===== src/rtl/output_buffer.sv =====
// output_buffer
//   Router output-port stage behind the round-robin arbiter. It closes the
//   arbiter's 4-phase req/ack handshake and captures the selected channel's
//   flit into a DEPTH-entry FIFO. A second, independent 4-phase handshake
//   drains the FIFO to the next link, so link back-pressure never stalls
//   arbitration beyond FIFO capacity.
//
// Ports
//   clk       rising-edge clock
//   reset     synchronous, active-high reset (discards FIFO contents)
//   req_in    request from arbiter
//   ack_in    acknowledge to arbiter (registered)
//   selected  channel index chosen by the arbiter
//   data_in   COUNT flits, channel k at [k*SIZE +: SIZE]
//   req_out   request to next link (registered)
//   ack_out   acknowledge from next link
//   data_out  flit presented to next link (registered)
//   count     FIFO occupancy
//
// Optional build macro
//   OUTPUT_BUFFER_TRACE_EN : prints push/pop trace messages in simulation.
module output_buffer #(
  parameter int COUNT      = 5,
  parameter int COUNT_BITS = 3,
  parameter int SIZE       = 8,
  parameter int DEPTH      = 4,
  parameter int DEPTH_BITS = 2
) (
  input  logic                    clk,
  input  logic                    reset,
  input  logic                    req_in,
  output logic                    ack_in,
  input  logic [COUNT_BITS-1:0]   selected,
  input  logic [COUNT*SIZE-1:0]   data_in,
  output logic                    req_out,
  input  logic                    ack_out,
  output logic [SIZE-1:0]         data_out,
  output logic [DEPTH_BITS:0]     count
);

  localparam logic [DEPTH_BITS:0] FULL = (DEPTH_BITS+1)'(DEPTH);

  typedef enum logic       {IN_IDLE, IN_HOLD} in_state_e;
  typedef enum logic [1:0] {OUT_IDLE, OUT_WAIT_ACK, OUT_WAIT_LOW} out_state_e;

  in_state_e             in_q, in_d;
  out_state_e            out_q, out_d;
  logic                  ack_in_q, ack_in_d;
  logic                  req_out_q, req_out_d;
  logic [SIZE-1:0]       data_out_q, data_out_d;
  logic [DEPTH_BITS:0]   count_q, count_d;
  logic [DEPTH_BITS-1:0] wr_ptr_q, rd_ptr_q;
  logic [SIZE-1:0]       mem_q [DEPTH];
  logic                  push, pop;
  logic [SIZE-1:0]       wr_flit;

  // Channel mux; an out-of-range index matches no channel and yields zero.
  always_comb begin
    wr_flit = '0;
    for (int k = 0; k < COUNT; k++)
      if (selected == COUNT_BITS'(k)) wr_flit = data_in[k*SIZE +: SIZE];
  end

  // Input side: capture on request when not full, hold ack until req drops.
  always_comb begin
    in_d     = in_q;
    ack_in_d = ack_in_q;
    push     = 1'b0;
    case (in_q)
      IN_IDLE: if (req_in && (count_q < FULL)) begin
        push     = 1'b1;
        ack_in_d = 1'b1;
        in_d     = IN_HOLD;
      end
      IN_HOLD: if (!req_in) begin
        ack_in_d = 1'b0;
        in_d     = IN_IDLE;
      end
      default: begin
        ack_in_d = 1'b0;
        in_d     = IN_IDLE;
      end
    endcase
  end

  // Output side: present head entry, pop on ack, wait for ack to drop.
  always_comb begin
    out_d      = out_q;
    req_out_d  = req_out_q;
    data_out_d = data_out_q;
    pop        = 1'b0;
    case (out_q)
      OUT_IDLE: if (count_q != '0) begin
        data_out_d = mem_q[rd_ptr_q];
        req_out_d  = 1'b1;
        out_d      = OUT_WAIT_ACK;
      end
      OUT_WAIT_ACK: if (ack_out) begin
        pop       = 1'b1;
        req_out_d = 1'b0;
        out_d     = OUT_WAIT_LOW;
      end
      OUT_WAIT_LOW: if (!ack_out) out_d = OUT_IDLE;
      default: begin
        req_out_d = 1'b0;
        out_d     = OUT_IDLE;
      end
    endcase
  end

  // Full check above used count_q, so a same-cycle pop never frees a slot
  // for this cycle's push; count therefore stays within 0..DEPTH.
  always_comb begin
    count_d = count_q;
    case ({push, pop})
      2'b10:   count_d = count_q + 1'b1;
      2'b01:   count_d = count_q - 1'b1;
      default: count_d = count_q;
    endcase
  end

  always_ff @(posedge clk) begin
    if (reset) begin
      in_q       <= IN_IDLE;
      out_q      <= OUT_IDLE;
      ack_in_q   <= 1'b0;
      req_out_q  <= 1'b0;
      data_out_q <= '0;
      count_q    <= '0;
      wr_ptr_q   <= '0;
      rd_ptr_q   <= '0;
    end else begin
      in_q       <= in_d;
      out_q      <= out_d;
      ack_in_q   <= ack_in_d;
      req_out_q  <= req_out_d;
      data_out_q <= data_out_d;
      count_q    <= count_d;
      if (push) wr_ptr_q <= wr_ptr_q + 1'b1;
      if (pop)  rd_ptr_q <= rd_ptr_q + 1'b1;
`ifdef OUTPUT_BUFFER_TRACE_EN
      if (push) $display("%0t push channel %0d count %0d", $time, selected, count_d);
      if (pop)  $display("%0t pop count %0d", $time, count_d);
`endif
    end
  end

  // Storage needs no reset: pointers and count define which entries are live.
  always_ff @(posedge clk) begin
    if (push && !reset) mem_q[wr_ptr_q] <= wr_flit;
  end

  assign ack_in   = ack_in_q;
  assign req_out  = req_out_q;
  assign data_out = data_out_q;
  assign count    = count_q;

endmodule


===== config.mk =====
export PLATFORM = sky130hd
export DESIGN_NAME = output_buffer
export DESIGN_NICKNAME = d
export VERILOG_FILES = /design/src/rtl/output_buffer.sv
export SDC_FILE = /design/constraint.sdc
export NUM_CORES = 1
export LEC_CHECK = 0
export ABC_AREA = 1
export BUFFER_PORTS_ARGS = -buffer_cell sky130_fd_sc_hd__buf_2
export CAP_MARGIN = 20
export CORE_MARGIN = 1.5
export CORE_UTILIZATION = 30
export DETAILED_ROUTE_END_ITERATION = 10
export PLACE_DENSITY = 0.48
export SYNTH_ARGS = -nofsm -noshare
export SYNTH_HDL_FRONTEND = slang
export SYNTH_SLANG_ARGS = --single-unit

===== constraint.sdc =====
create_clock -name clk -period 1.8 [get_ports clk]
set_input_delay 0.36 -clock clk [delete_from_list [all_inputs] [get_ports clk]]
set_output_delay 0.36 -clock clk [all_outputs]
set_load 0.01 [all_outputs]

==> results.json <==
{
  "status": "finished, final reports clean",
  "holdPathStages": 2,
  "tightest_slew_ns": 0.455,
  "yosysWarnings": 0,
  "route.detailed.drc": 0,
  "critical_path_class": "register to register",
  "port_buffers": 59,
  "die_area_sq_um": 9240,
  "synth_flop_cell": "edfxtp_1",
  "insertion_delay_ns": 0.31,
  "hold_end": "out_q[1]",
  "period_needed_ns": 1.65,
  "antenna_left": 0,
  "grt_pass1_vias": 1998,
  "synth.avg_cell_area_sq_um": 7.84,
  "yosysUniqueCellTypes": 21,
  "fin_worst_skew_ns": 0.00651,
  "synth_top_cell_by_area": "edfxtp_1",
  "fmax_ghz": 0.606,
  "start_util_pct": 31.3,
  "place_congestion": 0.761,
  "die_x_um": 96.1,
  "worst_ep_arrival_time_ns": 1.86,
  "synth_edf_count": 32,
  "slowest_stage": "fa_1",
  "track_usage_pct": 13.0,
  "grt_start_max_net_pins": 19,
  "cts_setup_buffers": 0,
  "r2r_end": "count[2]",
  "cts_buffer_depth": 2,
  "antenna_found_initial": 0,
  "netlist_instances": 332,
  "antenna_cells": 0,
  "cts-hold-fix-buffers": 0,
  "syn_to_final_growth_pct": 23.2,
  "critPathCaptureType": "register",
  "ctsRootBufferMaster": "clkbuf_8",
  "routedWlPerCell_um": 10.7,
  "synth-seq-area-share_pct": 52.3,
  "instances_no_fill": 513,
  "clock-sinks": 52,
  "slew_viol_final": 0,
  "h-tree-depth": 2,
  "reg2reg_from": "count[2]",
  "p_per_area_nw_per_um2": 1010,
  "grt_pass1_wl_mm": 9.13,
  "fp.dieH_um": 96.1,
  "synth_seq_cells": 52,
  "dp.cells": 505,
  "cts_made_buffers": 5,
  "drive_gt1_share_pct": 23.5,
  "grt_overflow_total": 0,
  "syn_nets": 385,
  "syn_area_sq_um": 2600,
  "slew_headroom_pct": 69.5,
  "critPathMaxStageDelay_ns": 0.37,
  "start_kind": "register",
  "core_sq_um": 8300,
  "path_cells": "inv_2 > nand3_2 > ha_2 > fa_1 > or2_2 > a31oi_1 > nor2_1",
  "hpwl_mm": 4.11,
  "hold_viol_final": 0,
  "required_ns": 2.01,
  "via_per_inst": 4.21,
  "num_vias": 2159,
  "cts_tree": "yes",
  "cts_resized": 0,
  "holdWs_ns": 0.297,
  "fin_crit_sh_pct": 91.7,
  "r2r_setup_slack_ns": 0.15,
  "ir_worst_vdd_mv": 0.286,
  "synth.most_common_cell": "nand2_1",
  "synth_common_cells": "nand2_1 (89), inv_1 (62), nor2_1 (45)",
  "synth_top_area_share_pct": 36.9,
  "hp-start": "reset",
  "async_reset_ff_share_pct": 0,
  "totalWireLength_mm": 5.49,
  "cts.clk_slew.worst_paths_ns": 0.09,
  "hold_class": "input pin to register",
  "maxCapViolCount": 0,
  "first_iter_violations": 54,
  "io_pins": 60,
  "rows": 33,
  "reg2reg_depth": 7,
  "synth_area_leaders": "edfxtp_1 (37%), dfxtp_1 (15%), nand2_1 (13%), inv_1 (8.9%), nand3_1 (7.1%)",
  "p_leak_nw": 1.63,
  "crit_fanout": 3,
  "firstDrtPassIters": 4,
  "rsz0062_at_grt": "no",
  "final_nets": 460,
  "setup_viol": 0
}
-- where the power goes --
part | switching, mW | internal, mW
Combinational | 0.616 | 0.408
Sequential | 0.106 | 1.46
Clock | 0.378 | 0.265
Total | 1.10 | 2.13
-- state kept, by name (all words and copies together), names as in the netlist --
signal and count:
ack_in 1, count 3, data_out 8, in_q 1, mem_q 32, out_q 2, rd_ptr_q 2, req_out 1
wr_ptr_q 2
-- worst max path at each step --
| stage | depth (start not counted) | slack [ns] | to | start |
|---|---|---|---|---|
| finish | 7 | 0.15 | count[2] | count[2] |
| global route | 9 | 0.02 | count[2] | out_q[1] |
| CTS | 7 | 0.03 | count[2] | count[2] |
| detailed placement | 8 | -0.02 | count[2] | ack_out |
| global placement | 8 | -0.001 | count[2] | ack_out |
| floorplan | 7 | 0.05 | count[2] | count[2] |
-- cell families (layout without fill, tap and decap cells) --
kind of cell | after synthesis | in the layout | share of synthesized area, %
flops | 52 | 52 | 52.3
buf+inv | 74 | 150 | 11.3
compound gates | 14 | 14 | 2.74
fa+ha+maj | 6 | 6 | 3.17
xor+xnor | 1 | 1 | 0.337
simple gates | 185 | 185 | 30.1
-- routing by layer --
layer  wire length (um)  track usage, %  part of all wire [%]
met1               2650            16.3                    48
met2               2480            22.3                    45
met3                279            2.45                   5.1
met4                 80            4.41                   1.5
met5                  0               0                     0
-- metrics by stage --
| step | setup slack, ns | power, mW | utilization (%) | setup TNS (ns) | area, sq um |
|---|---|---|---|---|---|
| after floorplan | 0.0526 | 2.27 | - | 0 | 2600 |
| after global placement | -0.00141 | 2.62 | 37.5 | -0.00141 | 3110 |
| after detailed placement | -0.0166 | 2.63 | 37.5 | -0.0166 | 3110 |
| after CTS | 0.0329 | 3.28 | 38.5 | 0 | 3190 |
| after global routing | 0.0229 | 3.51 | 38.6 | 0 | 3210 |
| final | 0.149 | 3.23 | 38.6 | 0 | 3210 |
-- cells in the final DEF (no fill, tap or decap), drive strengths merged, types with 2 or more instances in the layout --
master,n
nand2,90
ha,5
nor3,2
clkbuf,5
nand3,37
clkinv,4
edfxtp,32
buf,76
nand4,10
nor2,45
dfxtp,20
o21ai,6
a21oi,7
inv,65
-- critical path: cells and delay by family, from the launching register on --
kind | cells | cell delay (ns)
buffers and inverters | 1 | 0.08
adders and majority gates | 2 | 0.58
DFF | 1 | 0.33
and+or+nand+nor | 3 | 0.43
AOI/OAI and AO/OA | 1 | 0.13
-- cell type report --
cell class	instances	area, sq um
clock inverter	3	13.8
multi-input combinational	206	958
fill	877	5090
timing repair buffer	76	423
sequential	52	1360
clock buffer	5	68.8
inverter	66	248
tap	105	131
(Power assumes the default switching activity.)
